### config.mk
export PLATFORM = sky130hd
export DESIGN_NAME = uart_tx_arbiter
export DESIGN_NICKNAME = d
export VERILOG_FILES = /design/src/rtl/uart_tx_arbiter.sv
export SDC_FILE = /design/constraint.sdc
export NUM_CORES = 1
export LEC_CHECK = 0
export ABC_AREA = 1
export BUFFER_PORTS_ARGS = -buffer_cell sky130_fd_sc_hd__buf_2
export CORE_MARGIN = 1.5
export CORE_UTILIZATION = 50
export DETAILED_ROUTE_END_ITERATION = 10
export PLACE_DENSITY = 0.8
export SLEW_MARGIN = 20
export SYNTH_ARGS = -nofsm -noshare
export SYNTH_HDL_FRONTEND = slang
export SYNTH_SLANG_ARGS = --single-unit
### constraint.sdc
create_clock -name clk -period 2.3 [get_ports clk]
set_input_delay 0.23 -clock clk [delete_from_list [all_inputs] [get_ports clk]]
set_output_delay 0.23 -clock clk [all_outputs]
set_load 0.005 [all_outputs]
### src/rtl/uart_tx_arbiter.sv
// Shares one UART_Tx byte transmitter between two 32-bit word requesters, sending each word LSB byte first.
// Define UART_TX_ARB_FIXED_PRIO_EN to give requester 0 fixed priority (default build: round-robin).
module uart_tx_arbiter #(
  parameter logic [15:0] CLKS_PER_BIT = 16'd10417,
  parameter logic [31:0] GAP_CLKS     = 32'd0
) (
  input  logic        clk,
  input  logic        reset,
  input  logic [1:0]  req_valid,
  input  logic [31:0] req_data0,
  input  logic [31:0] req_data1,
  output logic [1:0]  req_ack,
  output logic        tx_dv,
  output logic [7:0]  tx_byte,
  input  logic        tx_active,
  input  logic        tx_done,
  output logic        busy,
  output logic        owner
);

  localparam int unsigned WORD_W = 32;
  localparam int unsigned BYTE_W = 8;
  localparam int unsigned CNT_W  = 3;
  localparam logic [CNT_W-1:0] BYTES_PER_WORD = CNT_W'(4);

  typedef enum logic [2:0] {
    S_IDLE,
    S_LOAD,
    S_START,
    S_WAIT,
    S_GAP,
    S_ACK
  } state_e;

  state_e              state_q, state_d;
  logic [WORD_W-1:0]   word_q, word_d;
  logic [CNT_W-1:0]    byte_cnt_q, byte_cnt_d;
  logic [31:0]         gap_cnt_q, gap_cnt_d;
  logic                rr_last_q, rr_last_d;
  logic                owner_q, owner_d;
  logic [1:0]          req_ack_q, req_ack_d;
  logic                tx_dv_q, tx_dv_d;
  logic [BYTE_W-1:0]   tx_byte_q, tx_byte_d;
  logic                busy_q, busy_d;
  logic                winner_c;
  logic                unused_cfg;

  // Bit timing belongs to UART_Tx; the arbiter only paces on tx_done.
  assign unused_cfg = ^{CLKS_PER_BIT, rr_last_q};

`ifdef UART_TX_ARB_FIXED_PRIO_EN
  assign winner_c = ~req_valid[0];
`else
  assign winner_c = (&req_valid) ? ~rr_last_q : req_valid[1];
`endif

  // Next-state and registered-output logic
  always_comb begin
    state_d    = state_q;
    word_d     = word_q;
    byte_cnt_d = byte_cnt_q;
    gap_cnt_d  = gap_cnt_q;
    rr_last_d  = rr_last_q;
    owner_d    = owner_q;
    req_ack_d  = 2'b00;
    tx_dv_d    = 1'b0;
    tx_byte_d  = tx_byte_q;
    busy_d     = 1'b0;

    case (state_q)
      S_IDLE: begin
        if (|req_valid) begin
          word_d     = winner_c ? req_data1 : req_data0;
          owner_d    = winner_c;
          rr_last_d  = winner_c;
          byte_cnt_d = '0;
          state_d    = S_LOAD;
        end
      end
      S_LOAD: begin
        if (!tx_active) state_d = S_START;
      end
      S_START: state_d = S_WAIT;
      S_WAIT: begin
        if (tx_done) begin
          word_d     = word_q >> BYTE_W;
          byte_cnt_d = byte_cnt_q + CNT_W'(1);
          if (GAP_CLKS == 32'd0) begin
            if (byte_cnt_d == BYTES_PER_WORD) state_d = S_ACK;
            else                              state_d = S_START;
          end else begin
            gap_cnt_d = '0;
            state_d   = S_GAP;
          end
        end
      end
      S_GAP: begin
        if (gap_cnt_q == GAP_CLKS - 32'd1) begin
          if (byte_cnt_q == BYTES_PER_WORD) state_d = S_ACK;
          else                              state_d = S_START;
        end else begin
          gap_cnt_d = gap_cnt_q + 32'd1;
        end
      end
      S_ACK:   state_d = S_IDLE;
      default: state_d = S_IDLE;
    endcase

    // Outputs are registered, so they are derived from the state being entered.
    if (state_d == S_ACK) req_ack_d = owner_d ? 2'b10 : 2'b01;
    if (state_d == S_START) begin
      tx_dv_d   = 1'b1;
      tx_byte_d = word_d[BYTE_W-1:0];
    end
    busy_d = (state_d != S_IDLE);
  end

  always_ff @(posedge clk) begin
    if (reset) begin
      state_q    <= S_IDLE;
      word_q     <= '0;
      byte_cnt_q <= '0;
      gap_cnt_q  <= '0;
      rr_last_q  <= 1'b1;
      owner_q    <= 1'b0;
      req_ack_q  <= 2'b00;
      tx_dv_q    <= 1'b0;
      tx_byte_q  <= '0;
      busy_q     <= 1'b0;
    end else begin
      state_q    <= state_d;
      word_q     <= word_d;
      byte_cnt_q <= byte_cnt_d;
      gap_cnt_q  <= gap_cnt_d;
      rr_last_q  <= rr_last_d;
      owner_q    <= owner_d;
      req_ack_q  <= req_ack_d;
      tx_dv_q    <= tx_dv_d;
      tx_byte_q  <= tx_byte_d;
      busy_q     <= busy_d;
    end
  end

  assign req_ack = req_ack_q;
  assign tx_dv   = tx_dv_q;
  assign tx_byte = tx_byte_q;
  assign busy    = busy_q;
  assign owner   = owner_q;

endmodule

Word level (Yosys, flattened, before mapping)
Index checks and enable logic that the tools add are counted.
{ "word_totals": {"out_inout_bits": 13, "word_cells": 55, "inputBits": 70, "regBits": 84} }
{ "op_classes": {"add_sub_neg": 2, "n_reduce_logical": 9, "n_eq_ne": 11, "n_mux": 19, "bitwise": 3} }
{ "ops": {"columns": ["operator", "n"], "rows": [
  ["$mux 32", 3],
  ["$pmux 32 s2", 1],
  ["$add 32x1->32 const B", 1],
  ["$eq 32x32->1 const B", 1],
  ["$mux 3", 8],
  ["$pmux 3 s5", 1],
  ["$eq 3x3->1 const B", 4],
  ["$eq 3x2->1 const B", 3],
  ["$pmux 3 s2", 1],
  ["$reduce_and 2->1", 3],
  ["$mux 1", 4],
  ["$ne 2x2->1 const B", 2],
  ["$reduce_or 2->1", 2],
  ["$add 3x1->3 const B", 1],
  ["$eq 3x1->1 const B", 1],
  ["$logic_not 3->1", 1],
  ["$not 1->1", 3],
  ["$reduce_and 3->1", 1],
  ["$reduce_bool 3->1", 1],
  ["$mux 2", 1],
  ["$reduce_bool 2->1", 1]
]} }

Logic depth before layout (Yosys ltp)
Gate-level depths: netlist of run 1.
{ "depth": {"ltp_word": 8, "depth_mapped": 13, "mapped_depth_nobuf": 13} }

Worst setup path before layout of run 1
OpenSTA, ideal clock, no wires.
{ "synth_path": {"path_kind": "flip-flop to flip-flop", "from": "reg gap_cnt_q[0]", "to": "reg gap_cnt_q[21]", "path_stages_with_launch": 12, "required_time_ps": 2168, "t_arrival_ps": 1537, "setup_ps": 132, "synth_period_minus_slack_ps": 1669, "slack_ps": 631, "n_path_buf": 1, "cell_sequence": "dfxtp_1 -> ha_1 -> inv_2 -> nor2_2 -> nand2_4 -> nor2_8 -> nand2_2 -> nand2_4 -> inv_2 -> clkbuf_1 -> nand2_1 -> a21oi_1"} }
{ "synth_via": {"elab_chain_cells": 3, "elab_cells_between_ends": 4, "cone_classes": "add/sub (1); eq/ne (1); bitwise (1); reduce/logical (1)"} }
{ "synth_lines": {"columns": ["element", "line", "rtl"], "rows": [
  ["start, declared", "38", "logic [31:0] gap_cnt_q, gap_cnt_d;"],
  ["start signal, assigned", "134", "gap_cnt_q <= gap_cnt_d;"],
  ["parallel branches: the longest is 3 deep, another holds $add 32x1->32", null, null]
]} }
Several ways; the timed one is not identified.
A chain may end at the register's enable or synchronous reset.

Worst setup path after layout of run 1
{ "layout_path": {"from": "reg gap_cnt_q[0]", "to": "reg gap_cnt_q[16]"} }
Same word-level chain as after synthesis.

==> results of run 1 <==
==> through the flow <==
step                      hold WS (ns)  setup slack (ns)  utilization [%]  total power, mW
final                           0.1725            0.2425            60.09            3.435
after global routing            0.1838           0.02399            60.09            3.612
after CTS                       0.1600            0.2543            60.09            3.451
after detailed placement        0.4566            0.2752            57.54            2.272
after global placement          0.4428            0.3341            57.54            2.248
after floorplan                 0.4287            0.6309                -            2.067
==> state kept, by name, indices dropped and copies added, names as in the netlist <==
| register | cells |
|---|---|
| busy | 1 |
| byte_cnt_q | 3 |
| gap_cnt_q | 32 |
| owner | 1 |
| req_ack | 2 |
| rr_last_q | 1 |
| state_q | 3 |
| tx_byte | 8 |
| tx_dv | 1 |
| word_q | 32 |
==> layer usage <==
layer | part of all wire [%] | wire length, um | vias to the layer above | track usage, %
li1 | - | - | 2358 | -
met1 | 43 | 4780 | 2070 | 27.89
met2 | 49 | 5501 | 132 | 43.08
met3 | 5.6 | 628 | 20 | 4.438
met4 | 2.4 | 265 | 0 | 9.642
met5 | 0 | 0 | - | 0
==> critical path, cell delays in order (launching register included) <==
cell                      delay (ns)
sky130_fd_sc_hd__dfxtp_1        0.38
sky130_fd_sc_hd__ha_1           0.29
sky130_fd_sc_hd__inv_2          0.06
sky130_fd_sc_hd__nor2_2         0.18
sky130_fd_sc_hd__nand2_4        0.09
sky130_fd_sc_hd__nor2_8         0.15
sky130_fd_sc_hd__nand2_2        0.10
sky130_fd_sc_hd__nand2_4        0.15
sky130_fd_sc_hd__inv_2          0.19
sky130_fd_sc_hd__nand2_1        0.13
sky130_fd_sc_hd__xor2_1         0.17
sky130_fd_sc_hd__nor2_1         0.05
==> cell usage after synthesis (all sizes together) <==
cell type / count / area, um2
a211oi: 3 / 27.52
nand4: 6 / 43.79
and3: 1 / 6.260
o21bai: 1 / 7.510
nand3b: 3 / 22.52
nor3: 19 / 106.4
dfxtp: 84 / 1682
and2: 1 / 6.260
clkbuf: 17 / 63.81
ha: 4 / 50.05
clkinv: 1 / 3.750
o211ai: 13 / 97.59
a22oi: 1 / 7.510
nor3b: 3 / 22.52
xnor2: 3 / 26.28
nor4: 1 / 6.260
or2: 3 / 18.77
a21oi: 44 / 235.2
nand3: 22 / 125.1
nor2: 123 / 505.5
buf: 9 / 51.30
o22ai: 1 / 6.260
xor2: 12 / 105.1
o221ai: 3 / 26.28
inv: 71 / 266.5
nand2: 203 / 799.5
o21a: 1 / 7.510
o211a: 1 / 10.01
o21ai: 40 / 200.2
==> logic make-up after synthesis <==
group	synth area share, %
AO/OA/AOI/OAI	13.79
XOR/XNOR	2.896
adder cells (fa/ha/maj)	1.103
buffers and inverters	8.494
flip-flops	37.07
AND/OR/NAND/NOR	36.65
==> how the worst min path moves through the flow <==
| stage | startpoint | endpoint | cells past startpoint |
|---|---|---|---|
| 6_report | req_data0[28] | word_q[28] | 3 |
| 5_1_grt | req_data0[28] | word_q[28] | 3 |
| 4_1_cts | req_data0[28] | word_q[28] | 3 |
| 3_5_place_dp | rr_last_q | rr_last_q | 2 |
| 3_3_place_gp | rr_last_q | rr_last_q | 2 |
| 2_1_floorplan | rr_last_q | rr_last_q | 2 |
==> power breakdown <==
part,internal (mW),leakage [nW],switching [mW],total [mW]
registers,1.56,0.685,0.0501,1.61
clock network,0.670,0.113,0.525,1.20
logic,0.239,1.56,0.393,0.632
total,2.47,2.36,0.969,3.44
==> cell type report <==
class,count,area (um2)
repair buffers,92,485.5
clock inverters,3,68.82
well taps,108,135.1
clock buffers,12,155.1
fillers,818,3497
multi-input cells,512,2470
inverters,72,270.3
flip-flops and latches,84,1682
==> reports/qor.txt, run 1 <==
WP data required: 2.53 ns
HPWL after detailed placement: 8433 um
Run status: complete, no violations
Start-to-end type of the worst setup path: flip-flop to flip-flop
Total CTS buffers: 9
Maximum number of pins on one net before global-route repair: 38
Setup TNS after final layout: 0 ns
Slew HR: 71.33%
Clock Path Buffers: 2
Final setup violation count: 0
Cell Area, Synth: 4537 um2
Part of the cycle the worst path needs: 89.46%
First-pass DRT Iterations: 5
Launching instance or port of the critical path: gap_cnt_q[0]
Startpoint type of the worst setup path: flip-flop
Final routed DRC violation total: 0
Congestion Overflow GR: 0
Ratio of cells with drive above 1 in the final layout: 17.68%
Total global-route track usage: 23.92%
Top achievable clock speed: 0.4860 GHz
Most common cell after layout, fill and taps aside: sky130_fd_sc_hd__nand2_1
Count of nets after finishing: 845
Post-detailed-routing wire length: 11180 um
Post-Layout Cell Count: 883
H-tree Lvls: 3
Worst reg2reg path startpoint: gap_cnt_q[0]
Pwr dens: 652.3 nW/um2
Reg2Reg Setup Slack: 0.24 ns
Transition time at the pin with the least slew margin: 0.4275 ns
Number of antenna violations at the first check in global routing: 0
Worst vdd ir: 0.3236 mV
Detail Route Antenna Nets: 0
Endpoint kind of the worst setup timing path: flip-flop
Clock skew after layout: 0.008872 ns
Die width: 98.26 um
Number of I/O port buffers: 82
Number of buffers inserted by hold repair at cts: 0
PostCTS Resize Cnt: 0
Initial Util: 51.77%
Commonest cells after routing, fill and taps aside: sky130_fd_sc_hd__nand2_1, sky130_fd_sc_hd__nor2_1, sky130_fd_sc_hd__dfxtp_1, sky130_fd_sc_hd__buf_2, sky130_fd_sc_hd__inv_1
Setup repair bufs after CTS: 0
Wire length of the first global-routing pass: 19100 um
Placed standard-cell area: 5042 um2
Mean cell area of the mapped netlist: 6.537 um2
Sequential share of the synthesized area: 37.07%
Number of max-cap violations: 0
Die H: 98.26 um
Number of slew-limit violations in the final report: 0
RSZ-0062 raised after global routing: no
Area of the die: 9654 um2
Layout Area Growth over Synthesis: 16.08%
Root buffer cell: sky130_fd_sc_hd__clkbuf_8
Area inside the core boundary: 8763 um2
Nets in the synthesized netlist: 768
Number of distinct library cells after synthesis: 43
Detailed Route Iter0 Violations: 181
IO Count: 83
Clock transition time at the flip-flop clock pins of the worst setup and hold paths: 0.08 ns
DP Cell Count: 868
Fin. Hold Viols: 0
Area of all placed cells without fillers: 5266 um2
Synth Register Bits: 84
Clk_lat worst skew: 0.36 ns
Via count: 4580
Final Wtd Congestion: 0.8944
Count of antenna diodes in the layout: 0
Reg-to-Reg End: gap_cnt_q[16]
Gate count of the mapped netlist: 694
Arr. time, crit path: 2.29 ns
Post-detailed-route wirelength per cell: 12.66 um
Total number of yosys warnings: 0
Average vias per placed instance: 5.187
Clock period minus worst slack: 2.058 ns
Floorplan row count: 34
Sink Count: 84
Vias in the first global route: 4381
R2R cell count: 11
Total leakage power: 2.356 nW
Setup crit end: gap_cnt_q[16]
Tightest Hold Check Type: input pin to flip-flop
TritonCTS clock tree: yes
Largest fanout on the critical path: 23
(Power assumes the default switching activity.)
==> run 2, diff against run 1 <==
Settings changed: CORE_UTILIZATION 50 to 56, CTS_BUF_LIST from default to sky130_fd_sc_hd__clkbuf_16, PLACE_DENSITY 0.8 to 0.87.
==> reports/qor.txt, run 2 (synthesis results as in run 1) <==
TritonCTS clock tree: yes
Final Wtd Congestion: 0.9862
Sink Count: 84
Layout Utilization: 68.27%
Average vias per placed instance: 5.293
Reg2Reg Setup Slack: 0.24 ns
Post-detailed-routing wire length: 11340 um
Clock transition time at the flip-flop clock pins of the worst setup and hold paths: 0.06 ns
H-tree Lvls: 3
Post-placement worst setup slack: 0.2925 ns
Final routed DRC violation total: 0
Wire length of the first global-routing pass: 19210 um
Clock period minus worst slack: 2.061 ns
DP Cell Count: 859
Congestion Overflow GR: 0
Clk_lat worst skew: 0.34 ns
Slew HR: 69.61%
Part of the cycle the worst path needs: 89.62%
Setup TNS after final layout: 0 ns
Count of nets after finishing: 842
Final setup violation count: 0
IO Count: 83
Start-to-end type of the worst setup path: flip-flop to flip-flop
Worst path setup slack after routing: 0.2388 ns
Ratio of cells with drive above 1 in the final layout: 17.34%
Pwr dens: 692.7 nW/um2
Count of cells along the worst hold path: 3
Detail Route Antenna Nets: 0
Die H: 93.01 um
Area of the die: 8651 um2
Endpoint kind of the worst setup timing path: flip-flop
Die width: 93.01 um
Worst reg2reg path startpoint: gap_cnt_q[0]
Number of slew-limit violations in the final report: 0
Top achievable clock speed: 0.4852 GHz
Number of max-cap violations: 0
Power, Total: 3.673 mW
Total global-route track usage: 27.34%
Worst Hold End: word_q[25]
WP data required: 2.57 ns
Transition time at the pin with the least slew margin: 0.4559 ns
Layout Area Growth over Synthesis: 16.88%
Post-Layout Cell Count: 875
Via count: 4631
Maximum number of pins on one net before global-route repair: 46
Tightest Hold Check Type: input pin to flip-flop
HPWL after detailed placement: 8004 um
Clock skew after layout: 0.007877 ns
Total CTS buffers: 9
Reg-to-Reg End: gap_cnt_q[20]
Arr. time, crit path: 2.33 ns
Number of I/O port buffers: 82
Commonest cells after routing, fill and taps aside: sky130_fd_sc_hd__nand2_1, sky130_fd_sc_hd__nor2_1, sky130_fd_sc_hd__dfxtp_1, sky130_fd_sc_hd__buf_2, sky130_fd_sc_hd__inv_1
Worst vdd ir: 0.5685 mV
Post-detailed-route wirelength per cell: 12.96 um
Count of antenna diodes in the layout: 0
Number of buffers inserted by hold repair at cts: 0
Detailed Route Iter0 Violations: 221
Run status: complete, no violations
Clock Path Buffers: 2
Root buffer cell: sky130_fd_sc_hd__clkbuf_16
Area inside the core boundary: 7767 um2
R2R cell count: 11
Initial Util: 58.41%
PostCTS Resize Cnt: 0
Hold Crit Start: req_data0[25]
Floorplan row count: 32
RSZ-0062 raised after global routing: no
First-pass DRT Iterations: 5
Fin. Hold Viols: 0
Vias in the first global route: 4339
Startpoint type of the worst setup path: flip-flop
Total leakage power: 2.373 nW
Number of antenna violations at the first check in global routing: 0
Most common cell after layout, fill and taps aside: sky130_fd_sc_hd__nand2_1
Largest fanout on the critical path: 23
Setup repair bufs after CTS: 0
## run 2: stage by stage
| stage | hold WS (ns) | cell area, um2 |
|---|---|---|
| CTS | 0.1901 | 5303 |
| global placement | 0.4474 | 5012 |
| detailed placement | 0.4566 | 5012 |
| floorplan | 0.4287 | 4537 |
| global route | 0.2239 | 5303 |
| finish | 0.1906 | 5303 |
## run 2: per-layer routing
metal	share of wire (%)	track usage, %	wire length (um)	vias to the layer above
met1	44	34.28	5007	2106
met3	5.1	4.146	583	20
met5	0	0	0	-
met4	1.9	9.470	213	0
met2	49	47.57	5535	154
li1	-	-	-	2351
## run 2: worst max-delay path: stages (launching register included)
cell and delay (ns):
sky130_fd_sc_hd__dfxtp_1 0.39, sky130_fd_sc_hd__ha_1 0.27, sky130_fd_sc_hd__inv_2 0.06, sky130_fd_sc_hd__nor2_2 0.17, sky130_fd_sc_hd__nand2_4 0.09, sky130_fd_sc_hd__nor2_8 0.14
sky130_fd_sc_hd__nand2_2 0.09, sky130_fd_sc_hd__nand2_4 0.15, sky130_fd_sc_hd__inv_2 0.20, sky130_fd_sc_hd__nand3_1 0.17, sky130_fd_sc_hd__o21ai_0 0.10, sky130_fd_sc_hd__a21oi_1 0.15
## run 2: final cells by class
class                           instances  area [um2]
Inverter                               72       270.3
Clock inverter                          7       65.06
Sequential cell                        84        1682
Multi-Input combinational cell        512        2470
Timing Repair Buffer                   89       462.9
Clock buffer                            9       225.2
Fill cell                             643        2465
Tap cell                              102       127.6
## run 2: worst max-delay path by stage
| stage | startpoint | to | slack [ns] | depth (start not counted) |
|---|---|---|---|---|
| after floorplan | gap_cnt_q[0] | gap_cnt_q[21] | 0.63 | 11 |
| after global placement | gap_cnt_q[0] | gap_cnt_q[28] | 0.35 | 13 |
| after detailed placement | gap_cnt_q[0] | gap_cnt_q[28] | 0.29 | 13 |
| after CTS | gap_cnt_q[0] | gap_cnt_q[28] | 0.27 | 13 |
| after global routing | gap_cnt_q[0] | gap_cnt_q[20] | 0.03 | 11 |
| final | gap_cnt_q[0] | gap_cnt_q[20] | 0.24 | 11 |
## run 2: power by group
part / internal [mW] / total, mW / switching, mW
combinational: 0.235 / 0.642 / 0.407
sequential: 1.56 / 1.61 / 0.0493
clock: 0.835 / 1.42 / 0.587
total: 2.63 / 3.67 / 1.04
==> run 3, diff against run 2 <==
Settings changed: ABC_AREA 1 to default, CORE_UTILIZATION 56 to 55.
==> reports/qor.txt, run 3 <==
Worst Hold End: busy
Wire length of the first global-routing pass: 16410 um
Number of slew-limit violations in the final report: 0
Total leakage power: 2.014 nW
Total CTS buffers: 9
Fillers: 589
Average vias per placed instance: 5.865
Floorplan row count: 31
Series of cell instances along the critical path: nand4_4, or3_4, or4_4, or4_1, a21oi_1
First-pass DRT Iterations: 5
Final setup violation count: 0
Startpoint type of the worst setup path: flip-flop
Count of antenna diodes in the layout: 0
Reg-to-Reg End: gap_cnt_q[29]
Relative contribution of the clock network to total power: 40.9%
Number of distinct library cells after synthesis: 49
Arr. time, crit path: 2.49 ns
Cell at the slowest stage of the critical path: sky130_fd_sc_hd__or4_4
Top achievable clock speed: 0.4496 GHz
Sequential share of the synthesized area: 41.19%
Post-Layout Cell Count: 687
TritonCTS clock tree: yes
Number of antenna violations at the first check in global routing: 0
Maximum number of pins on one net before global-route repair: 40
Hold Crit Start: req_valid[1]
Switching share of power: 24.75%
Slew HR: 67.04%
Die width: 89.16 um
Area used by multi-input combinational logic: 2237 um2
Main combinational cell family by area after synthesis: simple AND/OR/NAND/NOR gates
Sequential fraction of design power: 46.4%
Post-synthesis compound-gate area fraction: 20.13%
Tightest Hold Check Type: input pin to flip-flop
Cell types occupying the most area after synthesis: sky130_fd_sc_hd__dfxtp_1, sky130_fd_sc_hd__a21oi_1, sky130_fd_sc_hd__nand2_1, sky130_fd_sc_hd__nor2_1, sky130_fd_sc_hd__mux2_2
Count of nets after finishing: 658
Initial Util: 56.59%
Total global-route track usage: 26.66%
Simple-gate portion of the synthesized area: 26.94%
Congestion Overflow GR: 0
Post-detailed-route wirelength per cell: 14.90 um
Setup TNS after final layout: 0 ns
Crit path max-delay family: simple AND/OR/NAND/NOR gates
Vias in the first global route: 3655
Worst vdd ir: 0.4168 mV
Layout Area Growth over Synthesis: 21.27%
Internal: 2.546 mW
HPWL after detailed placement: 7125 um
DP Cell Count: 672
Power share of the combinational group: 12.7%
Area inside the core boundary: 7214 um2
Flip-flop cell with the highest count after synthesis: sky130_fd_sc_hd__dfxtp_1
Start-to-end type of the worst setup path: flip-flop to flip-flop
Most common cell after layout, fill and taps aside: sky130_fd_sc_hd__dfxtp_1
Number of max-cap violations: 0
Clock period minus worst slack: 2.224 ns
Critical path's largest stage delay: 0.59 ns
Buffer and inverter count on the worst path: 0
Final Wtd Congestion: 0.8715
Gate count of the mapped netlist: 503
Reg2Reg Setup Slack: 0.08 ns
Leading cell type by number of instances after synthesis: sky130_fd_sc_hd__dfxtp_1
WP data required: 2.56 ns
Worst reg2reg path startpoint: gap_cnt_q[6]
Clk_lat worst skew: 0.34 ns
Sink Count: 84
Detailed Route Iter0 Violations: 211
Transition time at the pin with the least slew margin: 0.4944 ns
IO Count: 83
Total number of yosys warnings: 0
Fin. Hold Viols: 0
Post-synth EDFFs: 0
RSZ-0062 raised after global routing: no
Synth Register Bits: 84
Clock Path Buffers: 2
Post-detailed-routing wire length: 10230 um
FFs w/ async S/R, synth: 0%
Detail Route Antenna Nets: 0
Final routed DRC violation total: 0
Power dissipated by switching net loads: 837.5 uW
Largest fanout on the critical path: 10
Number of I/O port buffers: 82
Mean cell area of the mapped netlist: 8.117 um2
Placed standard-cell area: 4657 um2
Post-synth top cells: sky130_fd_sc_hd__dfxtp_1, sky130_fd_sc_hd__nand2_1, sky130_fd_sc_hd__a21oi_1
Clock skew after layout: 0.005423 ns
Setup repair bufs after CTS: 0
Ratio of cells with drive above 1 in the final layout: 25.34%
Nets in the synthesized netlist: 577
Number of buffers inserted by hold repair at cts: 0
H-tree Lvls: 3
Area of all sequential standard cells: 1683 um2
R2R cell count: 5
Endpoint kind of the worst setup timing path: flip-flop
Run status: complete, no violations
Mux share of post-synthesis cell area: 5.823%
Clock transition time at the flip-flop clock pins of the worst setup and hold paths: 0.06 ns
Part of the cycle the worst path needs: 96.71%
Via count: 4029
Cell Area, Synth: 4083 um2
Pwr dens: 683.4 nW/um2
Share of Yosys cell area claimed by the top area cell type: 41.19%
Fraction of synthesized cell area in xor and xnor cells: 0.2145%
Area of all placed cells without fillers: 4951 um2
Die H: 89.16 um
Adder and majority cell fraction of the synthesized area: 1.226%
Most area-hungry cell type in the Yosys netlist: sky130_fd_sc_hd__dfxtp_1
Root buffer cell: sky130_fd_sc_hd__clkbuf_16
Area of the die: 7949 um2
Commonest cells after routing, fill and taps aside: sky130_fd_sc_hd__dfxtp_1, sky130_fd_sc_hd__buf_2, sky130_fd_sc_hd__nand2_1, sky130_fd_sc_hd__a21oi_1, sky130_fd_sc_hd__nor2_1
Count of cells along the worst hold path: 3
run 3: cell count changes after synthesis, moves of 16 or more:
cell,change
sky130_fd_sc_hd__nor2_1,-69
sky130_fd_sc_hd__a21oi_1,+19
sky130_fd_sc_hd__nand2_1,-117
sky130_fd_sc_hd__a221oi_1,+16
sky130_fd_sc_hd__inv_1,-55
sky130_fd_sc_hd__nor2b_1,+17
sky130_fd_sc_hd__o21ai_0,-24
run 3: worst max-delay path by stage:
stage                  from             to  slack, ns  cells past startpoint
5_1_grt        gap_cnt_q[6]  gap_cnt_q[29]      0.002                      5
4_1_cts        gap_cnt_q[0]     tx_byte[4]       0.04                      6
3_5_place_dp   gap_cnt_q[5]  gap_cnt_q[29]       0.01                      5
2_1_floorplan  gap_cnt_q[5]  gap_cnt_q[29]       0.13                      6
3_3_place_gp   gap_cnt_q[5]  gap_cnt_q[29]       0.08                      5
6_report       gap_cnt_q[6]  gap_cnt_q[29]       0.08                      5
run 3: area by class of cell:
type                            count  area share, %
Multi-Input combinational cell    375          45.19
Sequential cell                    84          33.99
Timing Repair Buffer              104          11.88
Clock buffer                        9          4.549
Tap cell                           99          2.502
Clock inverter                      6          1.137
Inverter                           10         0.7581
run 3: metal layers:
layer  global-route usage [%]  part of all wire, %  wire (um)  up-vias
met5                        0                    0          0        -
met4                    12.17                  2.7        277        0
met3                    6.741                  5.6        573       32
met2                    46.75                   51       5229      138
met1                    30.48                   41       4151     1874
li1                         -                    -          -     1985
run 3: power groups by stage:
stage	sequential [mW]	clock [mW]	combinational [mW]
floorplan	1.58	0	0.273
global placement	1.60	0	0.408
detailed placement	1.60	0	0.423
CTS	1.57	1.40	0.427
global route	1.57	1.45	0.476
finish	1.57	1.39	0.429
run 3: repair_timing:
action,in CTS,in global routing
resized for setup,1,3
endpoints found under the setup margin,1,10
pin swaps,0,0
run 3: worst min-delay path, cell delays in order:
cell and delay, ns:
sky130_fd_sc_hd__buf_2 0.13, sky130_fd_sc_hd__nor2_1 0.09, sky130_fd_sc_hd__a211oi_1 0.08
run 3: cell families (layout without fill, tap and decap cells):
| group | Yosys count | count (layout) |
|---|---|---|
| compound gates | 131 | 131 |
| fa+ha+maj | 4 | 4 |
| buf+inv | 44 | 129 |
| flops | 84 | 84 |
| mux | 22 | 22 |
| simple gates | 217 | 217 |
| xor+xnor | 1 | 1 |
run 3: stage by stage:
stage / hold slack [ns] / util [%] / total power, mW / setup slack, ns
2_1_floorplan: 0.4179 / - / 1.858 / 0.1297
3_3_place_gp: 0.4456 / 64.55 / 2.004 / 0.07625
3_5_place_dp: 0.4589 / 64.55 / 2.021 / 0.01161
4_1_cts: 0.2416 / 68.51 / 3.393 / 0.03846
5_1_grt: 0.2571 / 68.63 / 3.502 / 0.002388
6_report: 0.2425 / 68.63 / 3.384 / 0.07560
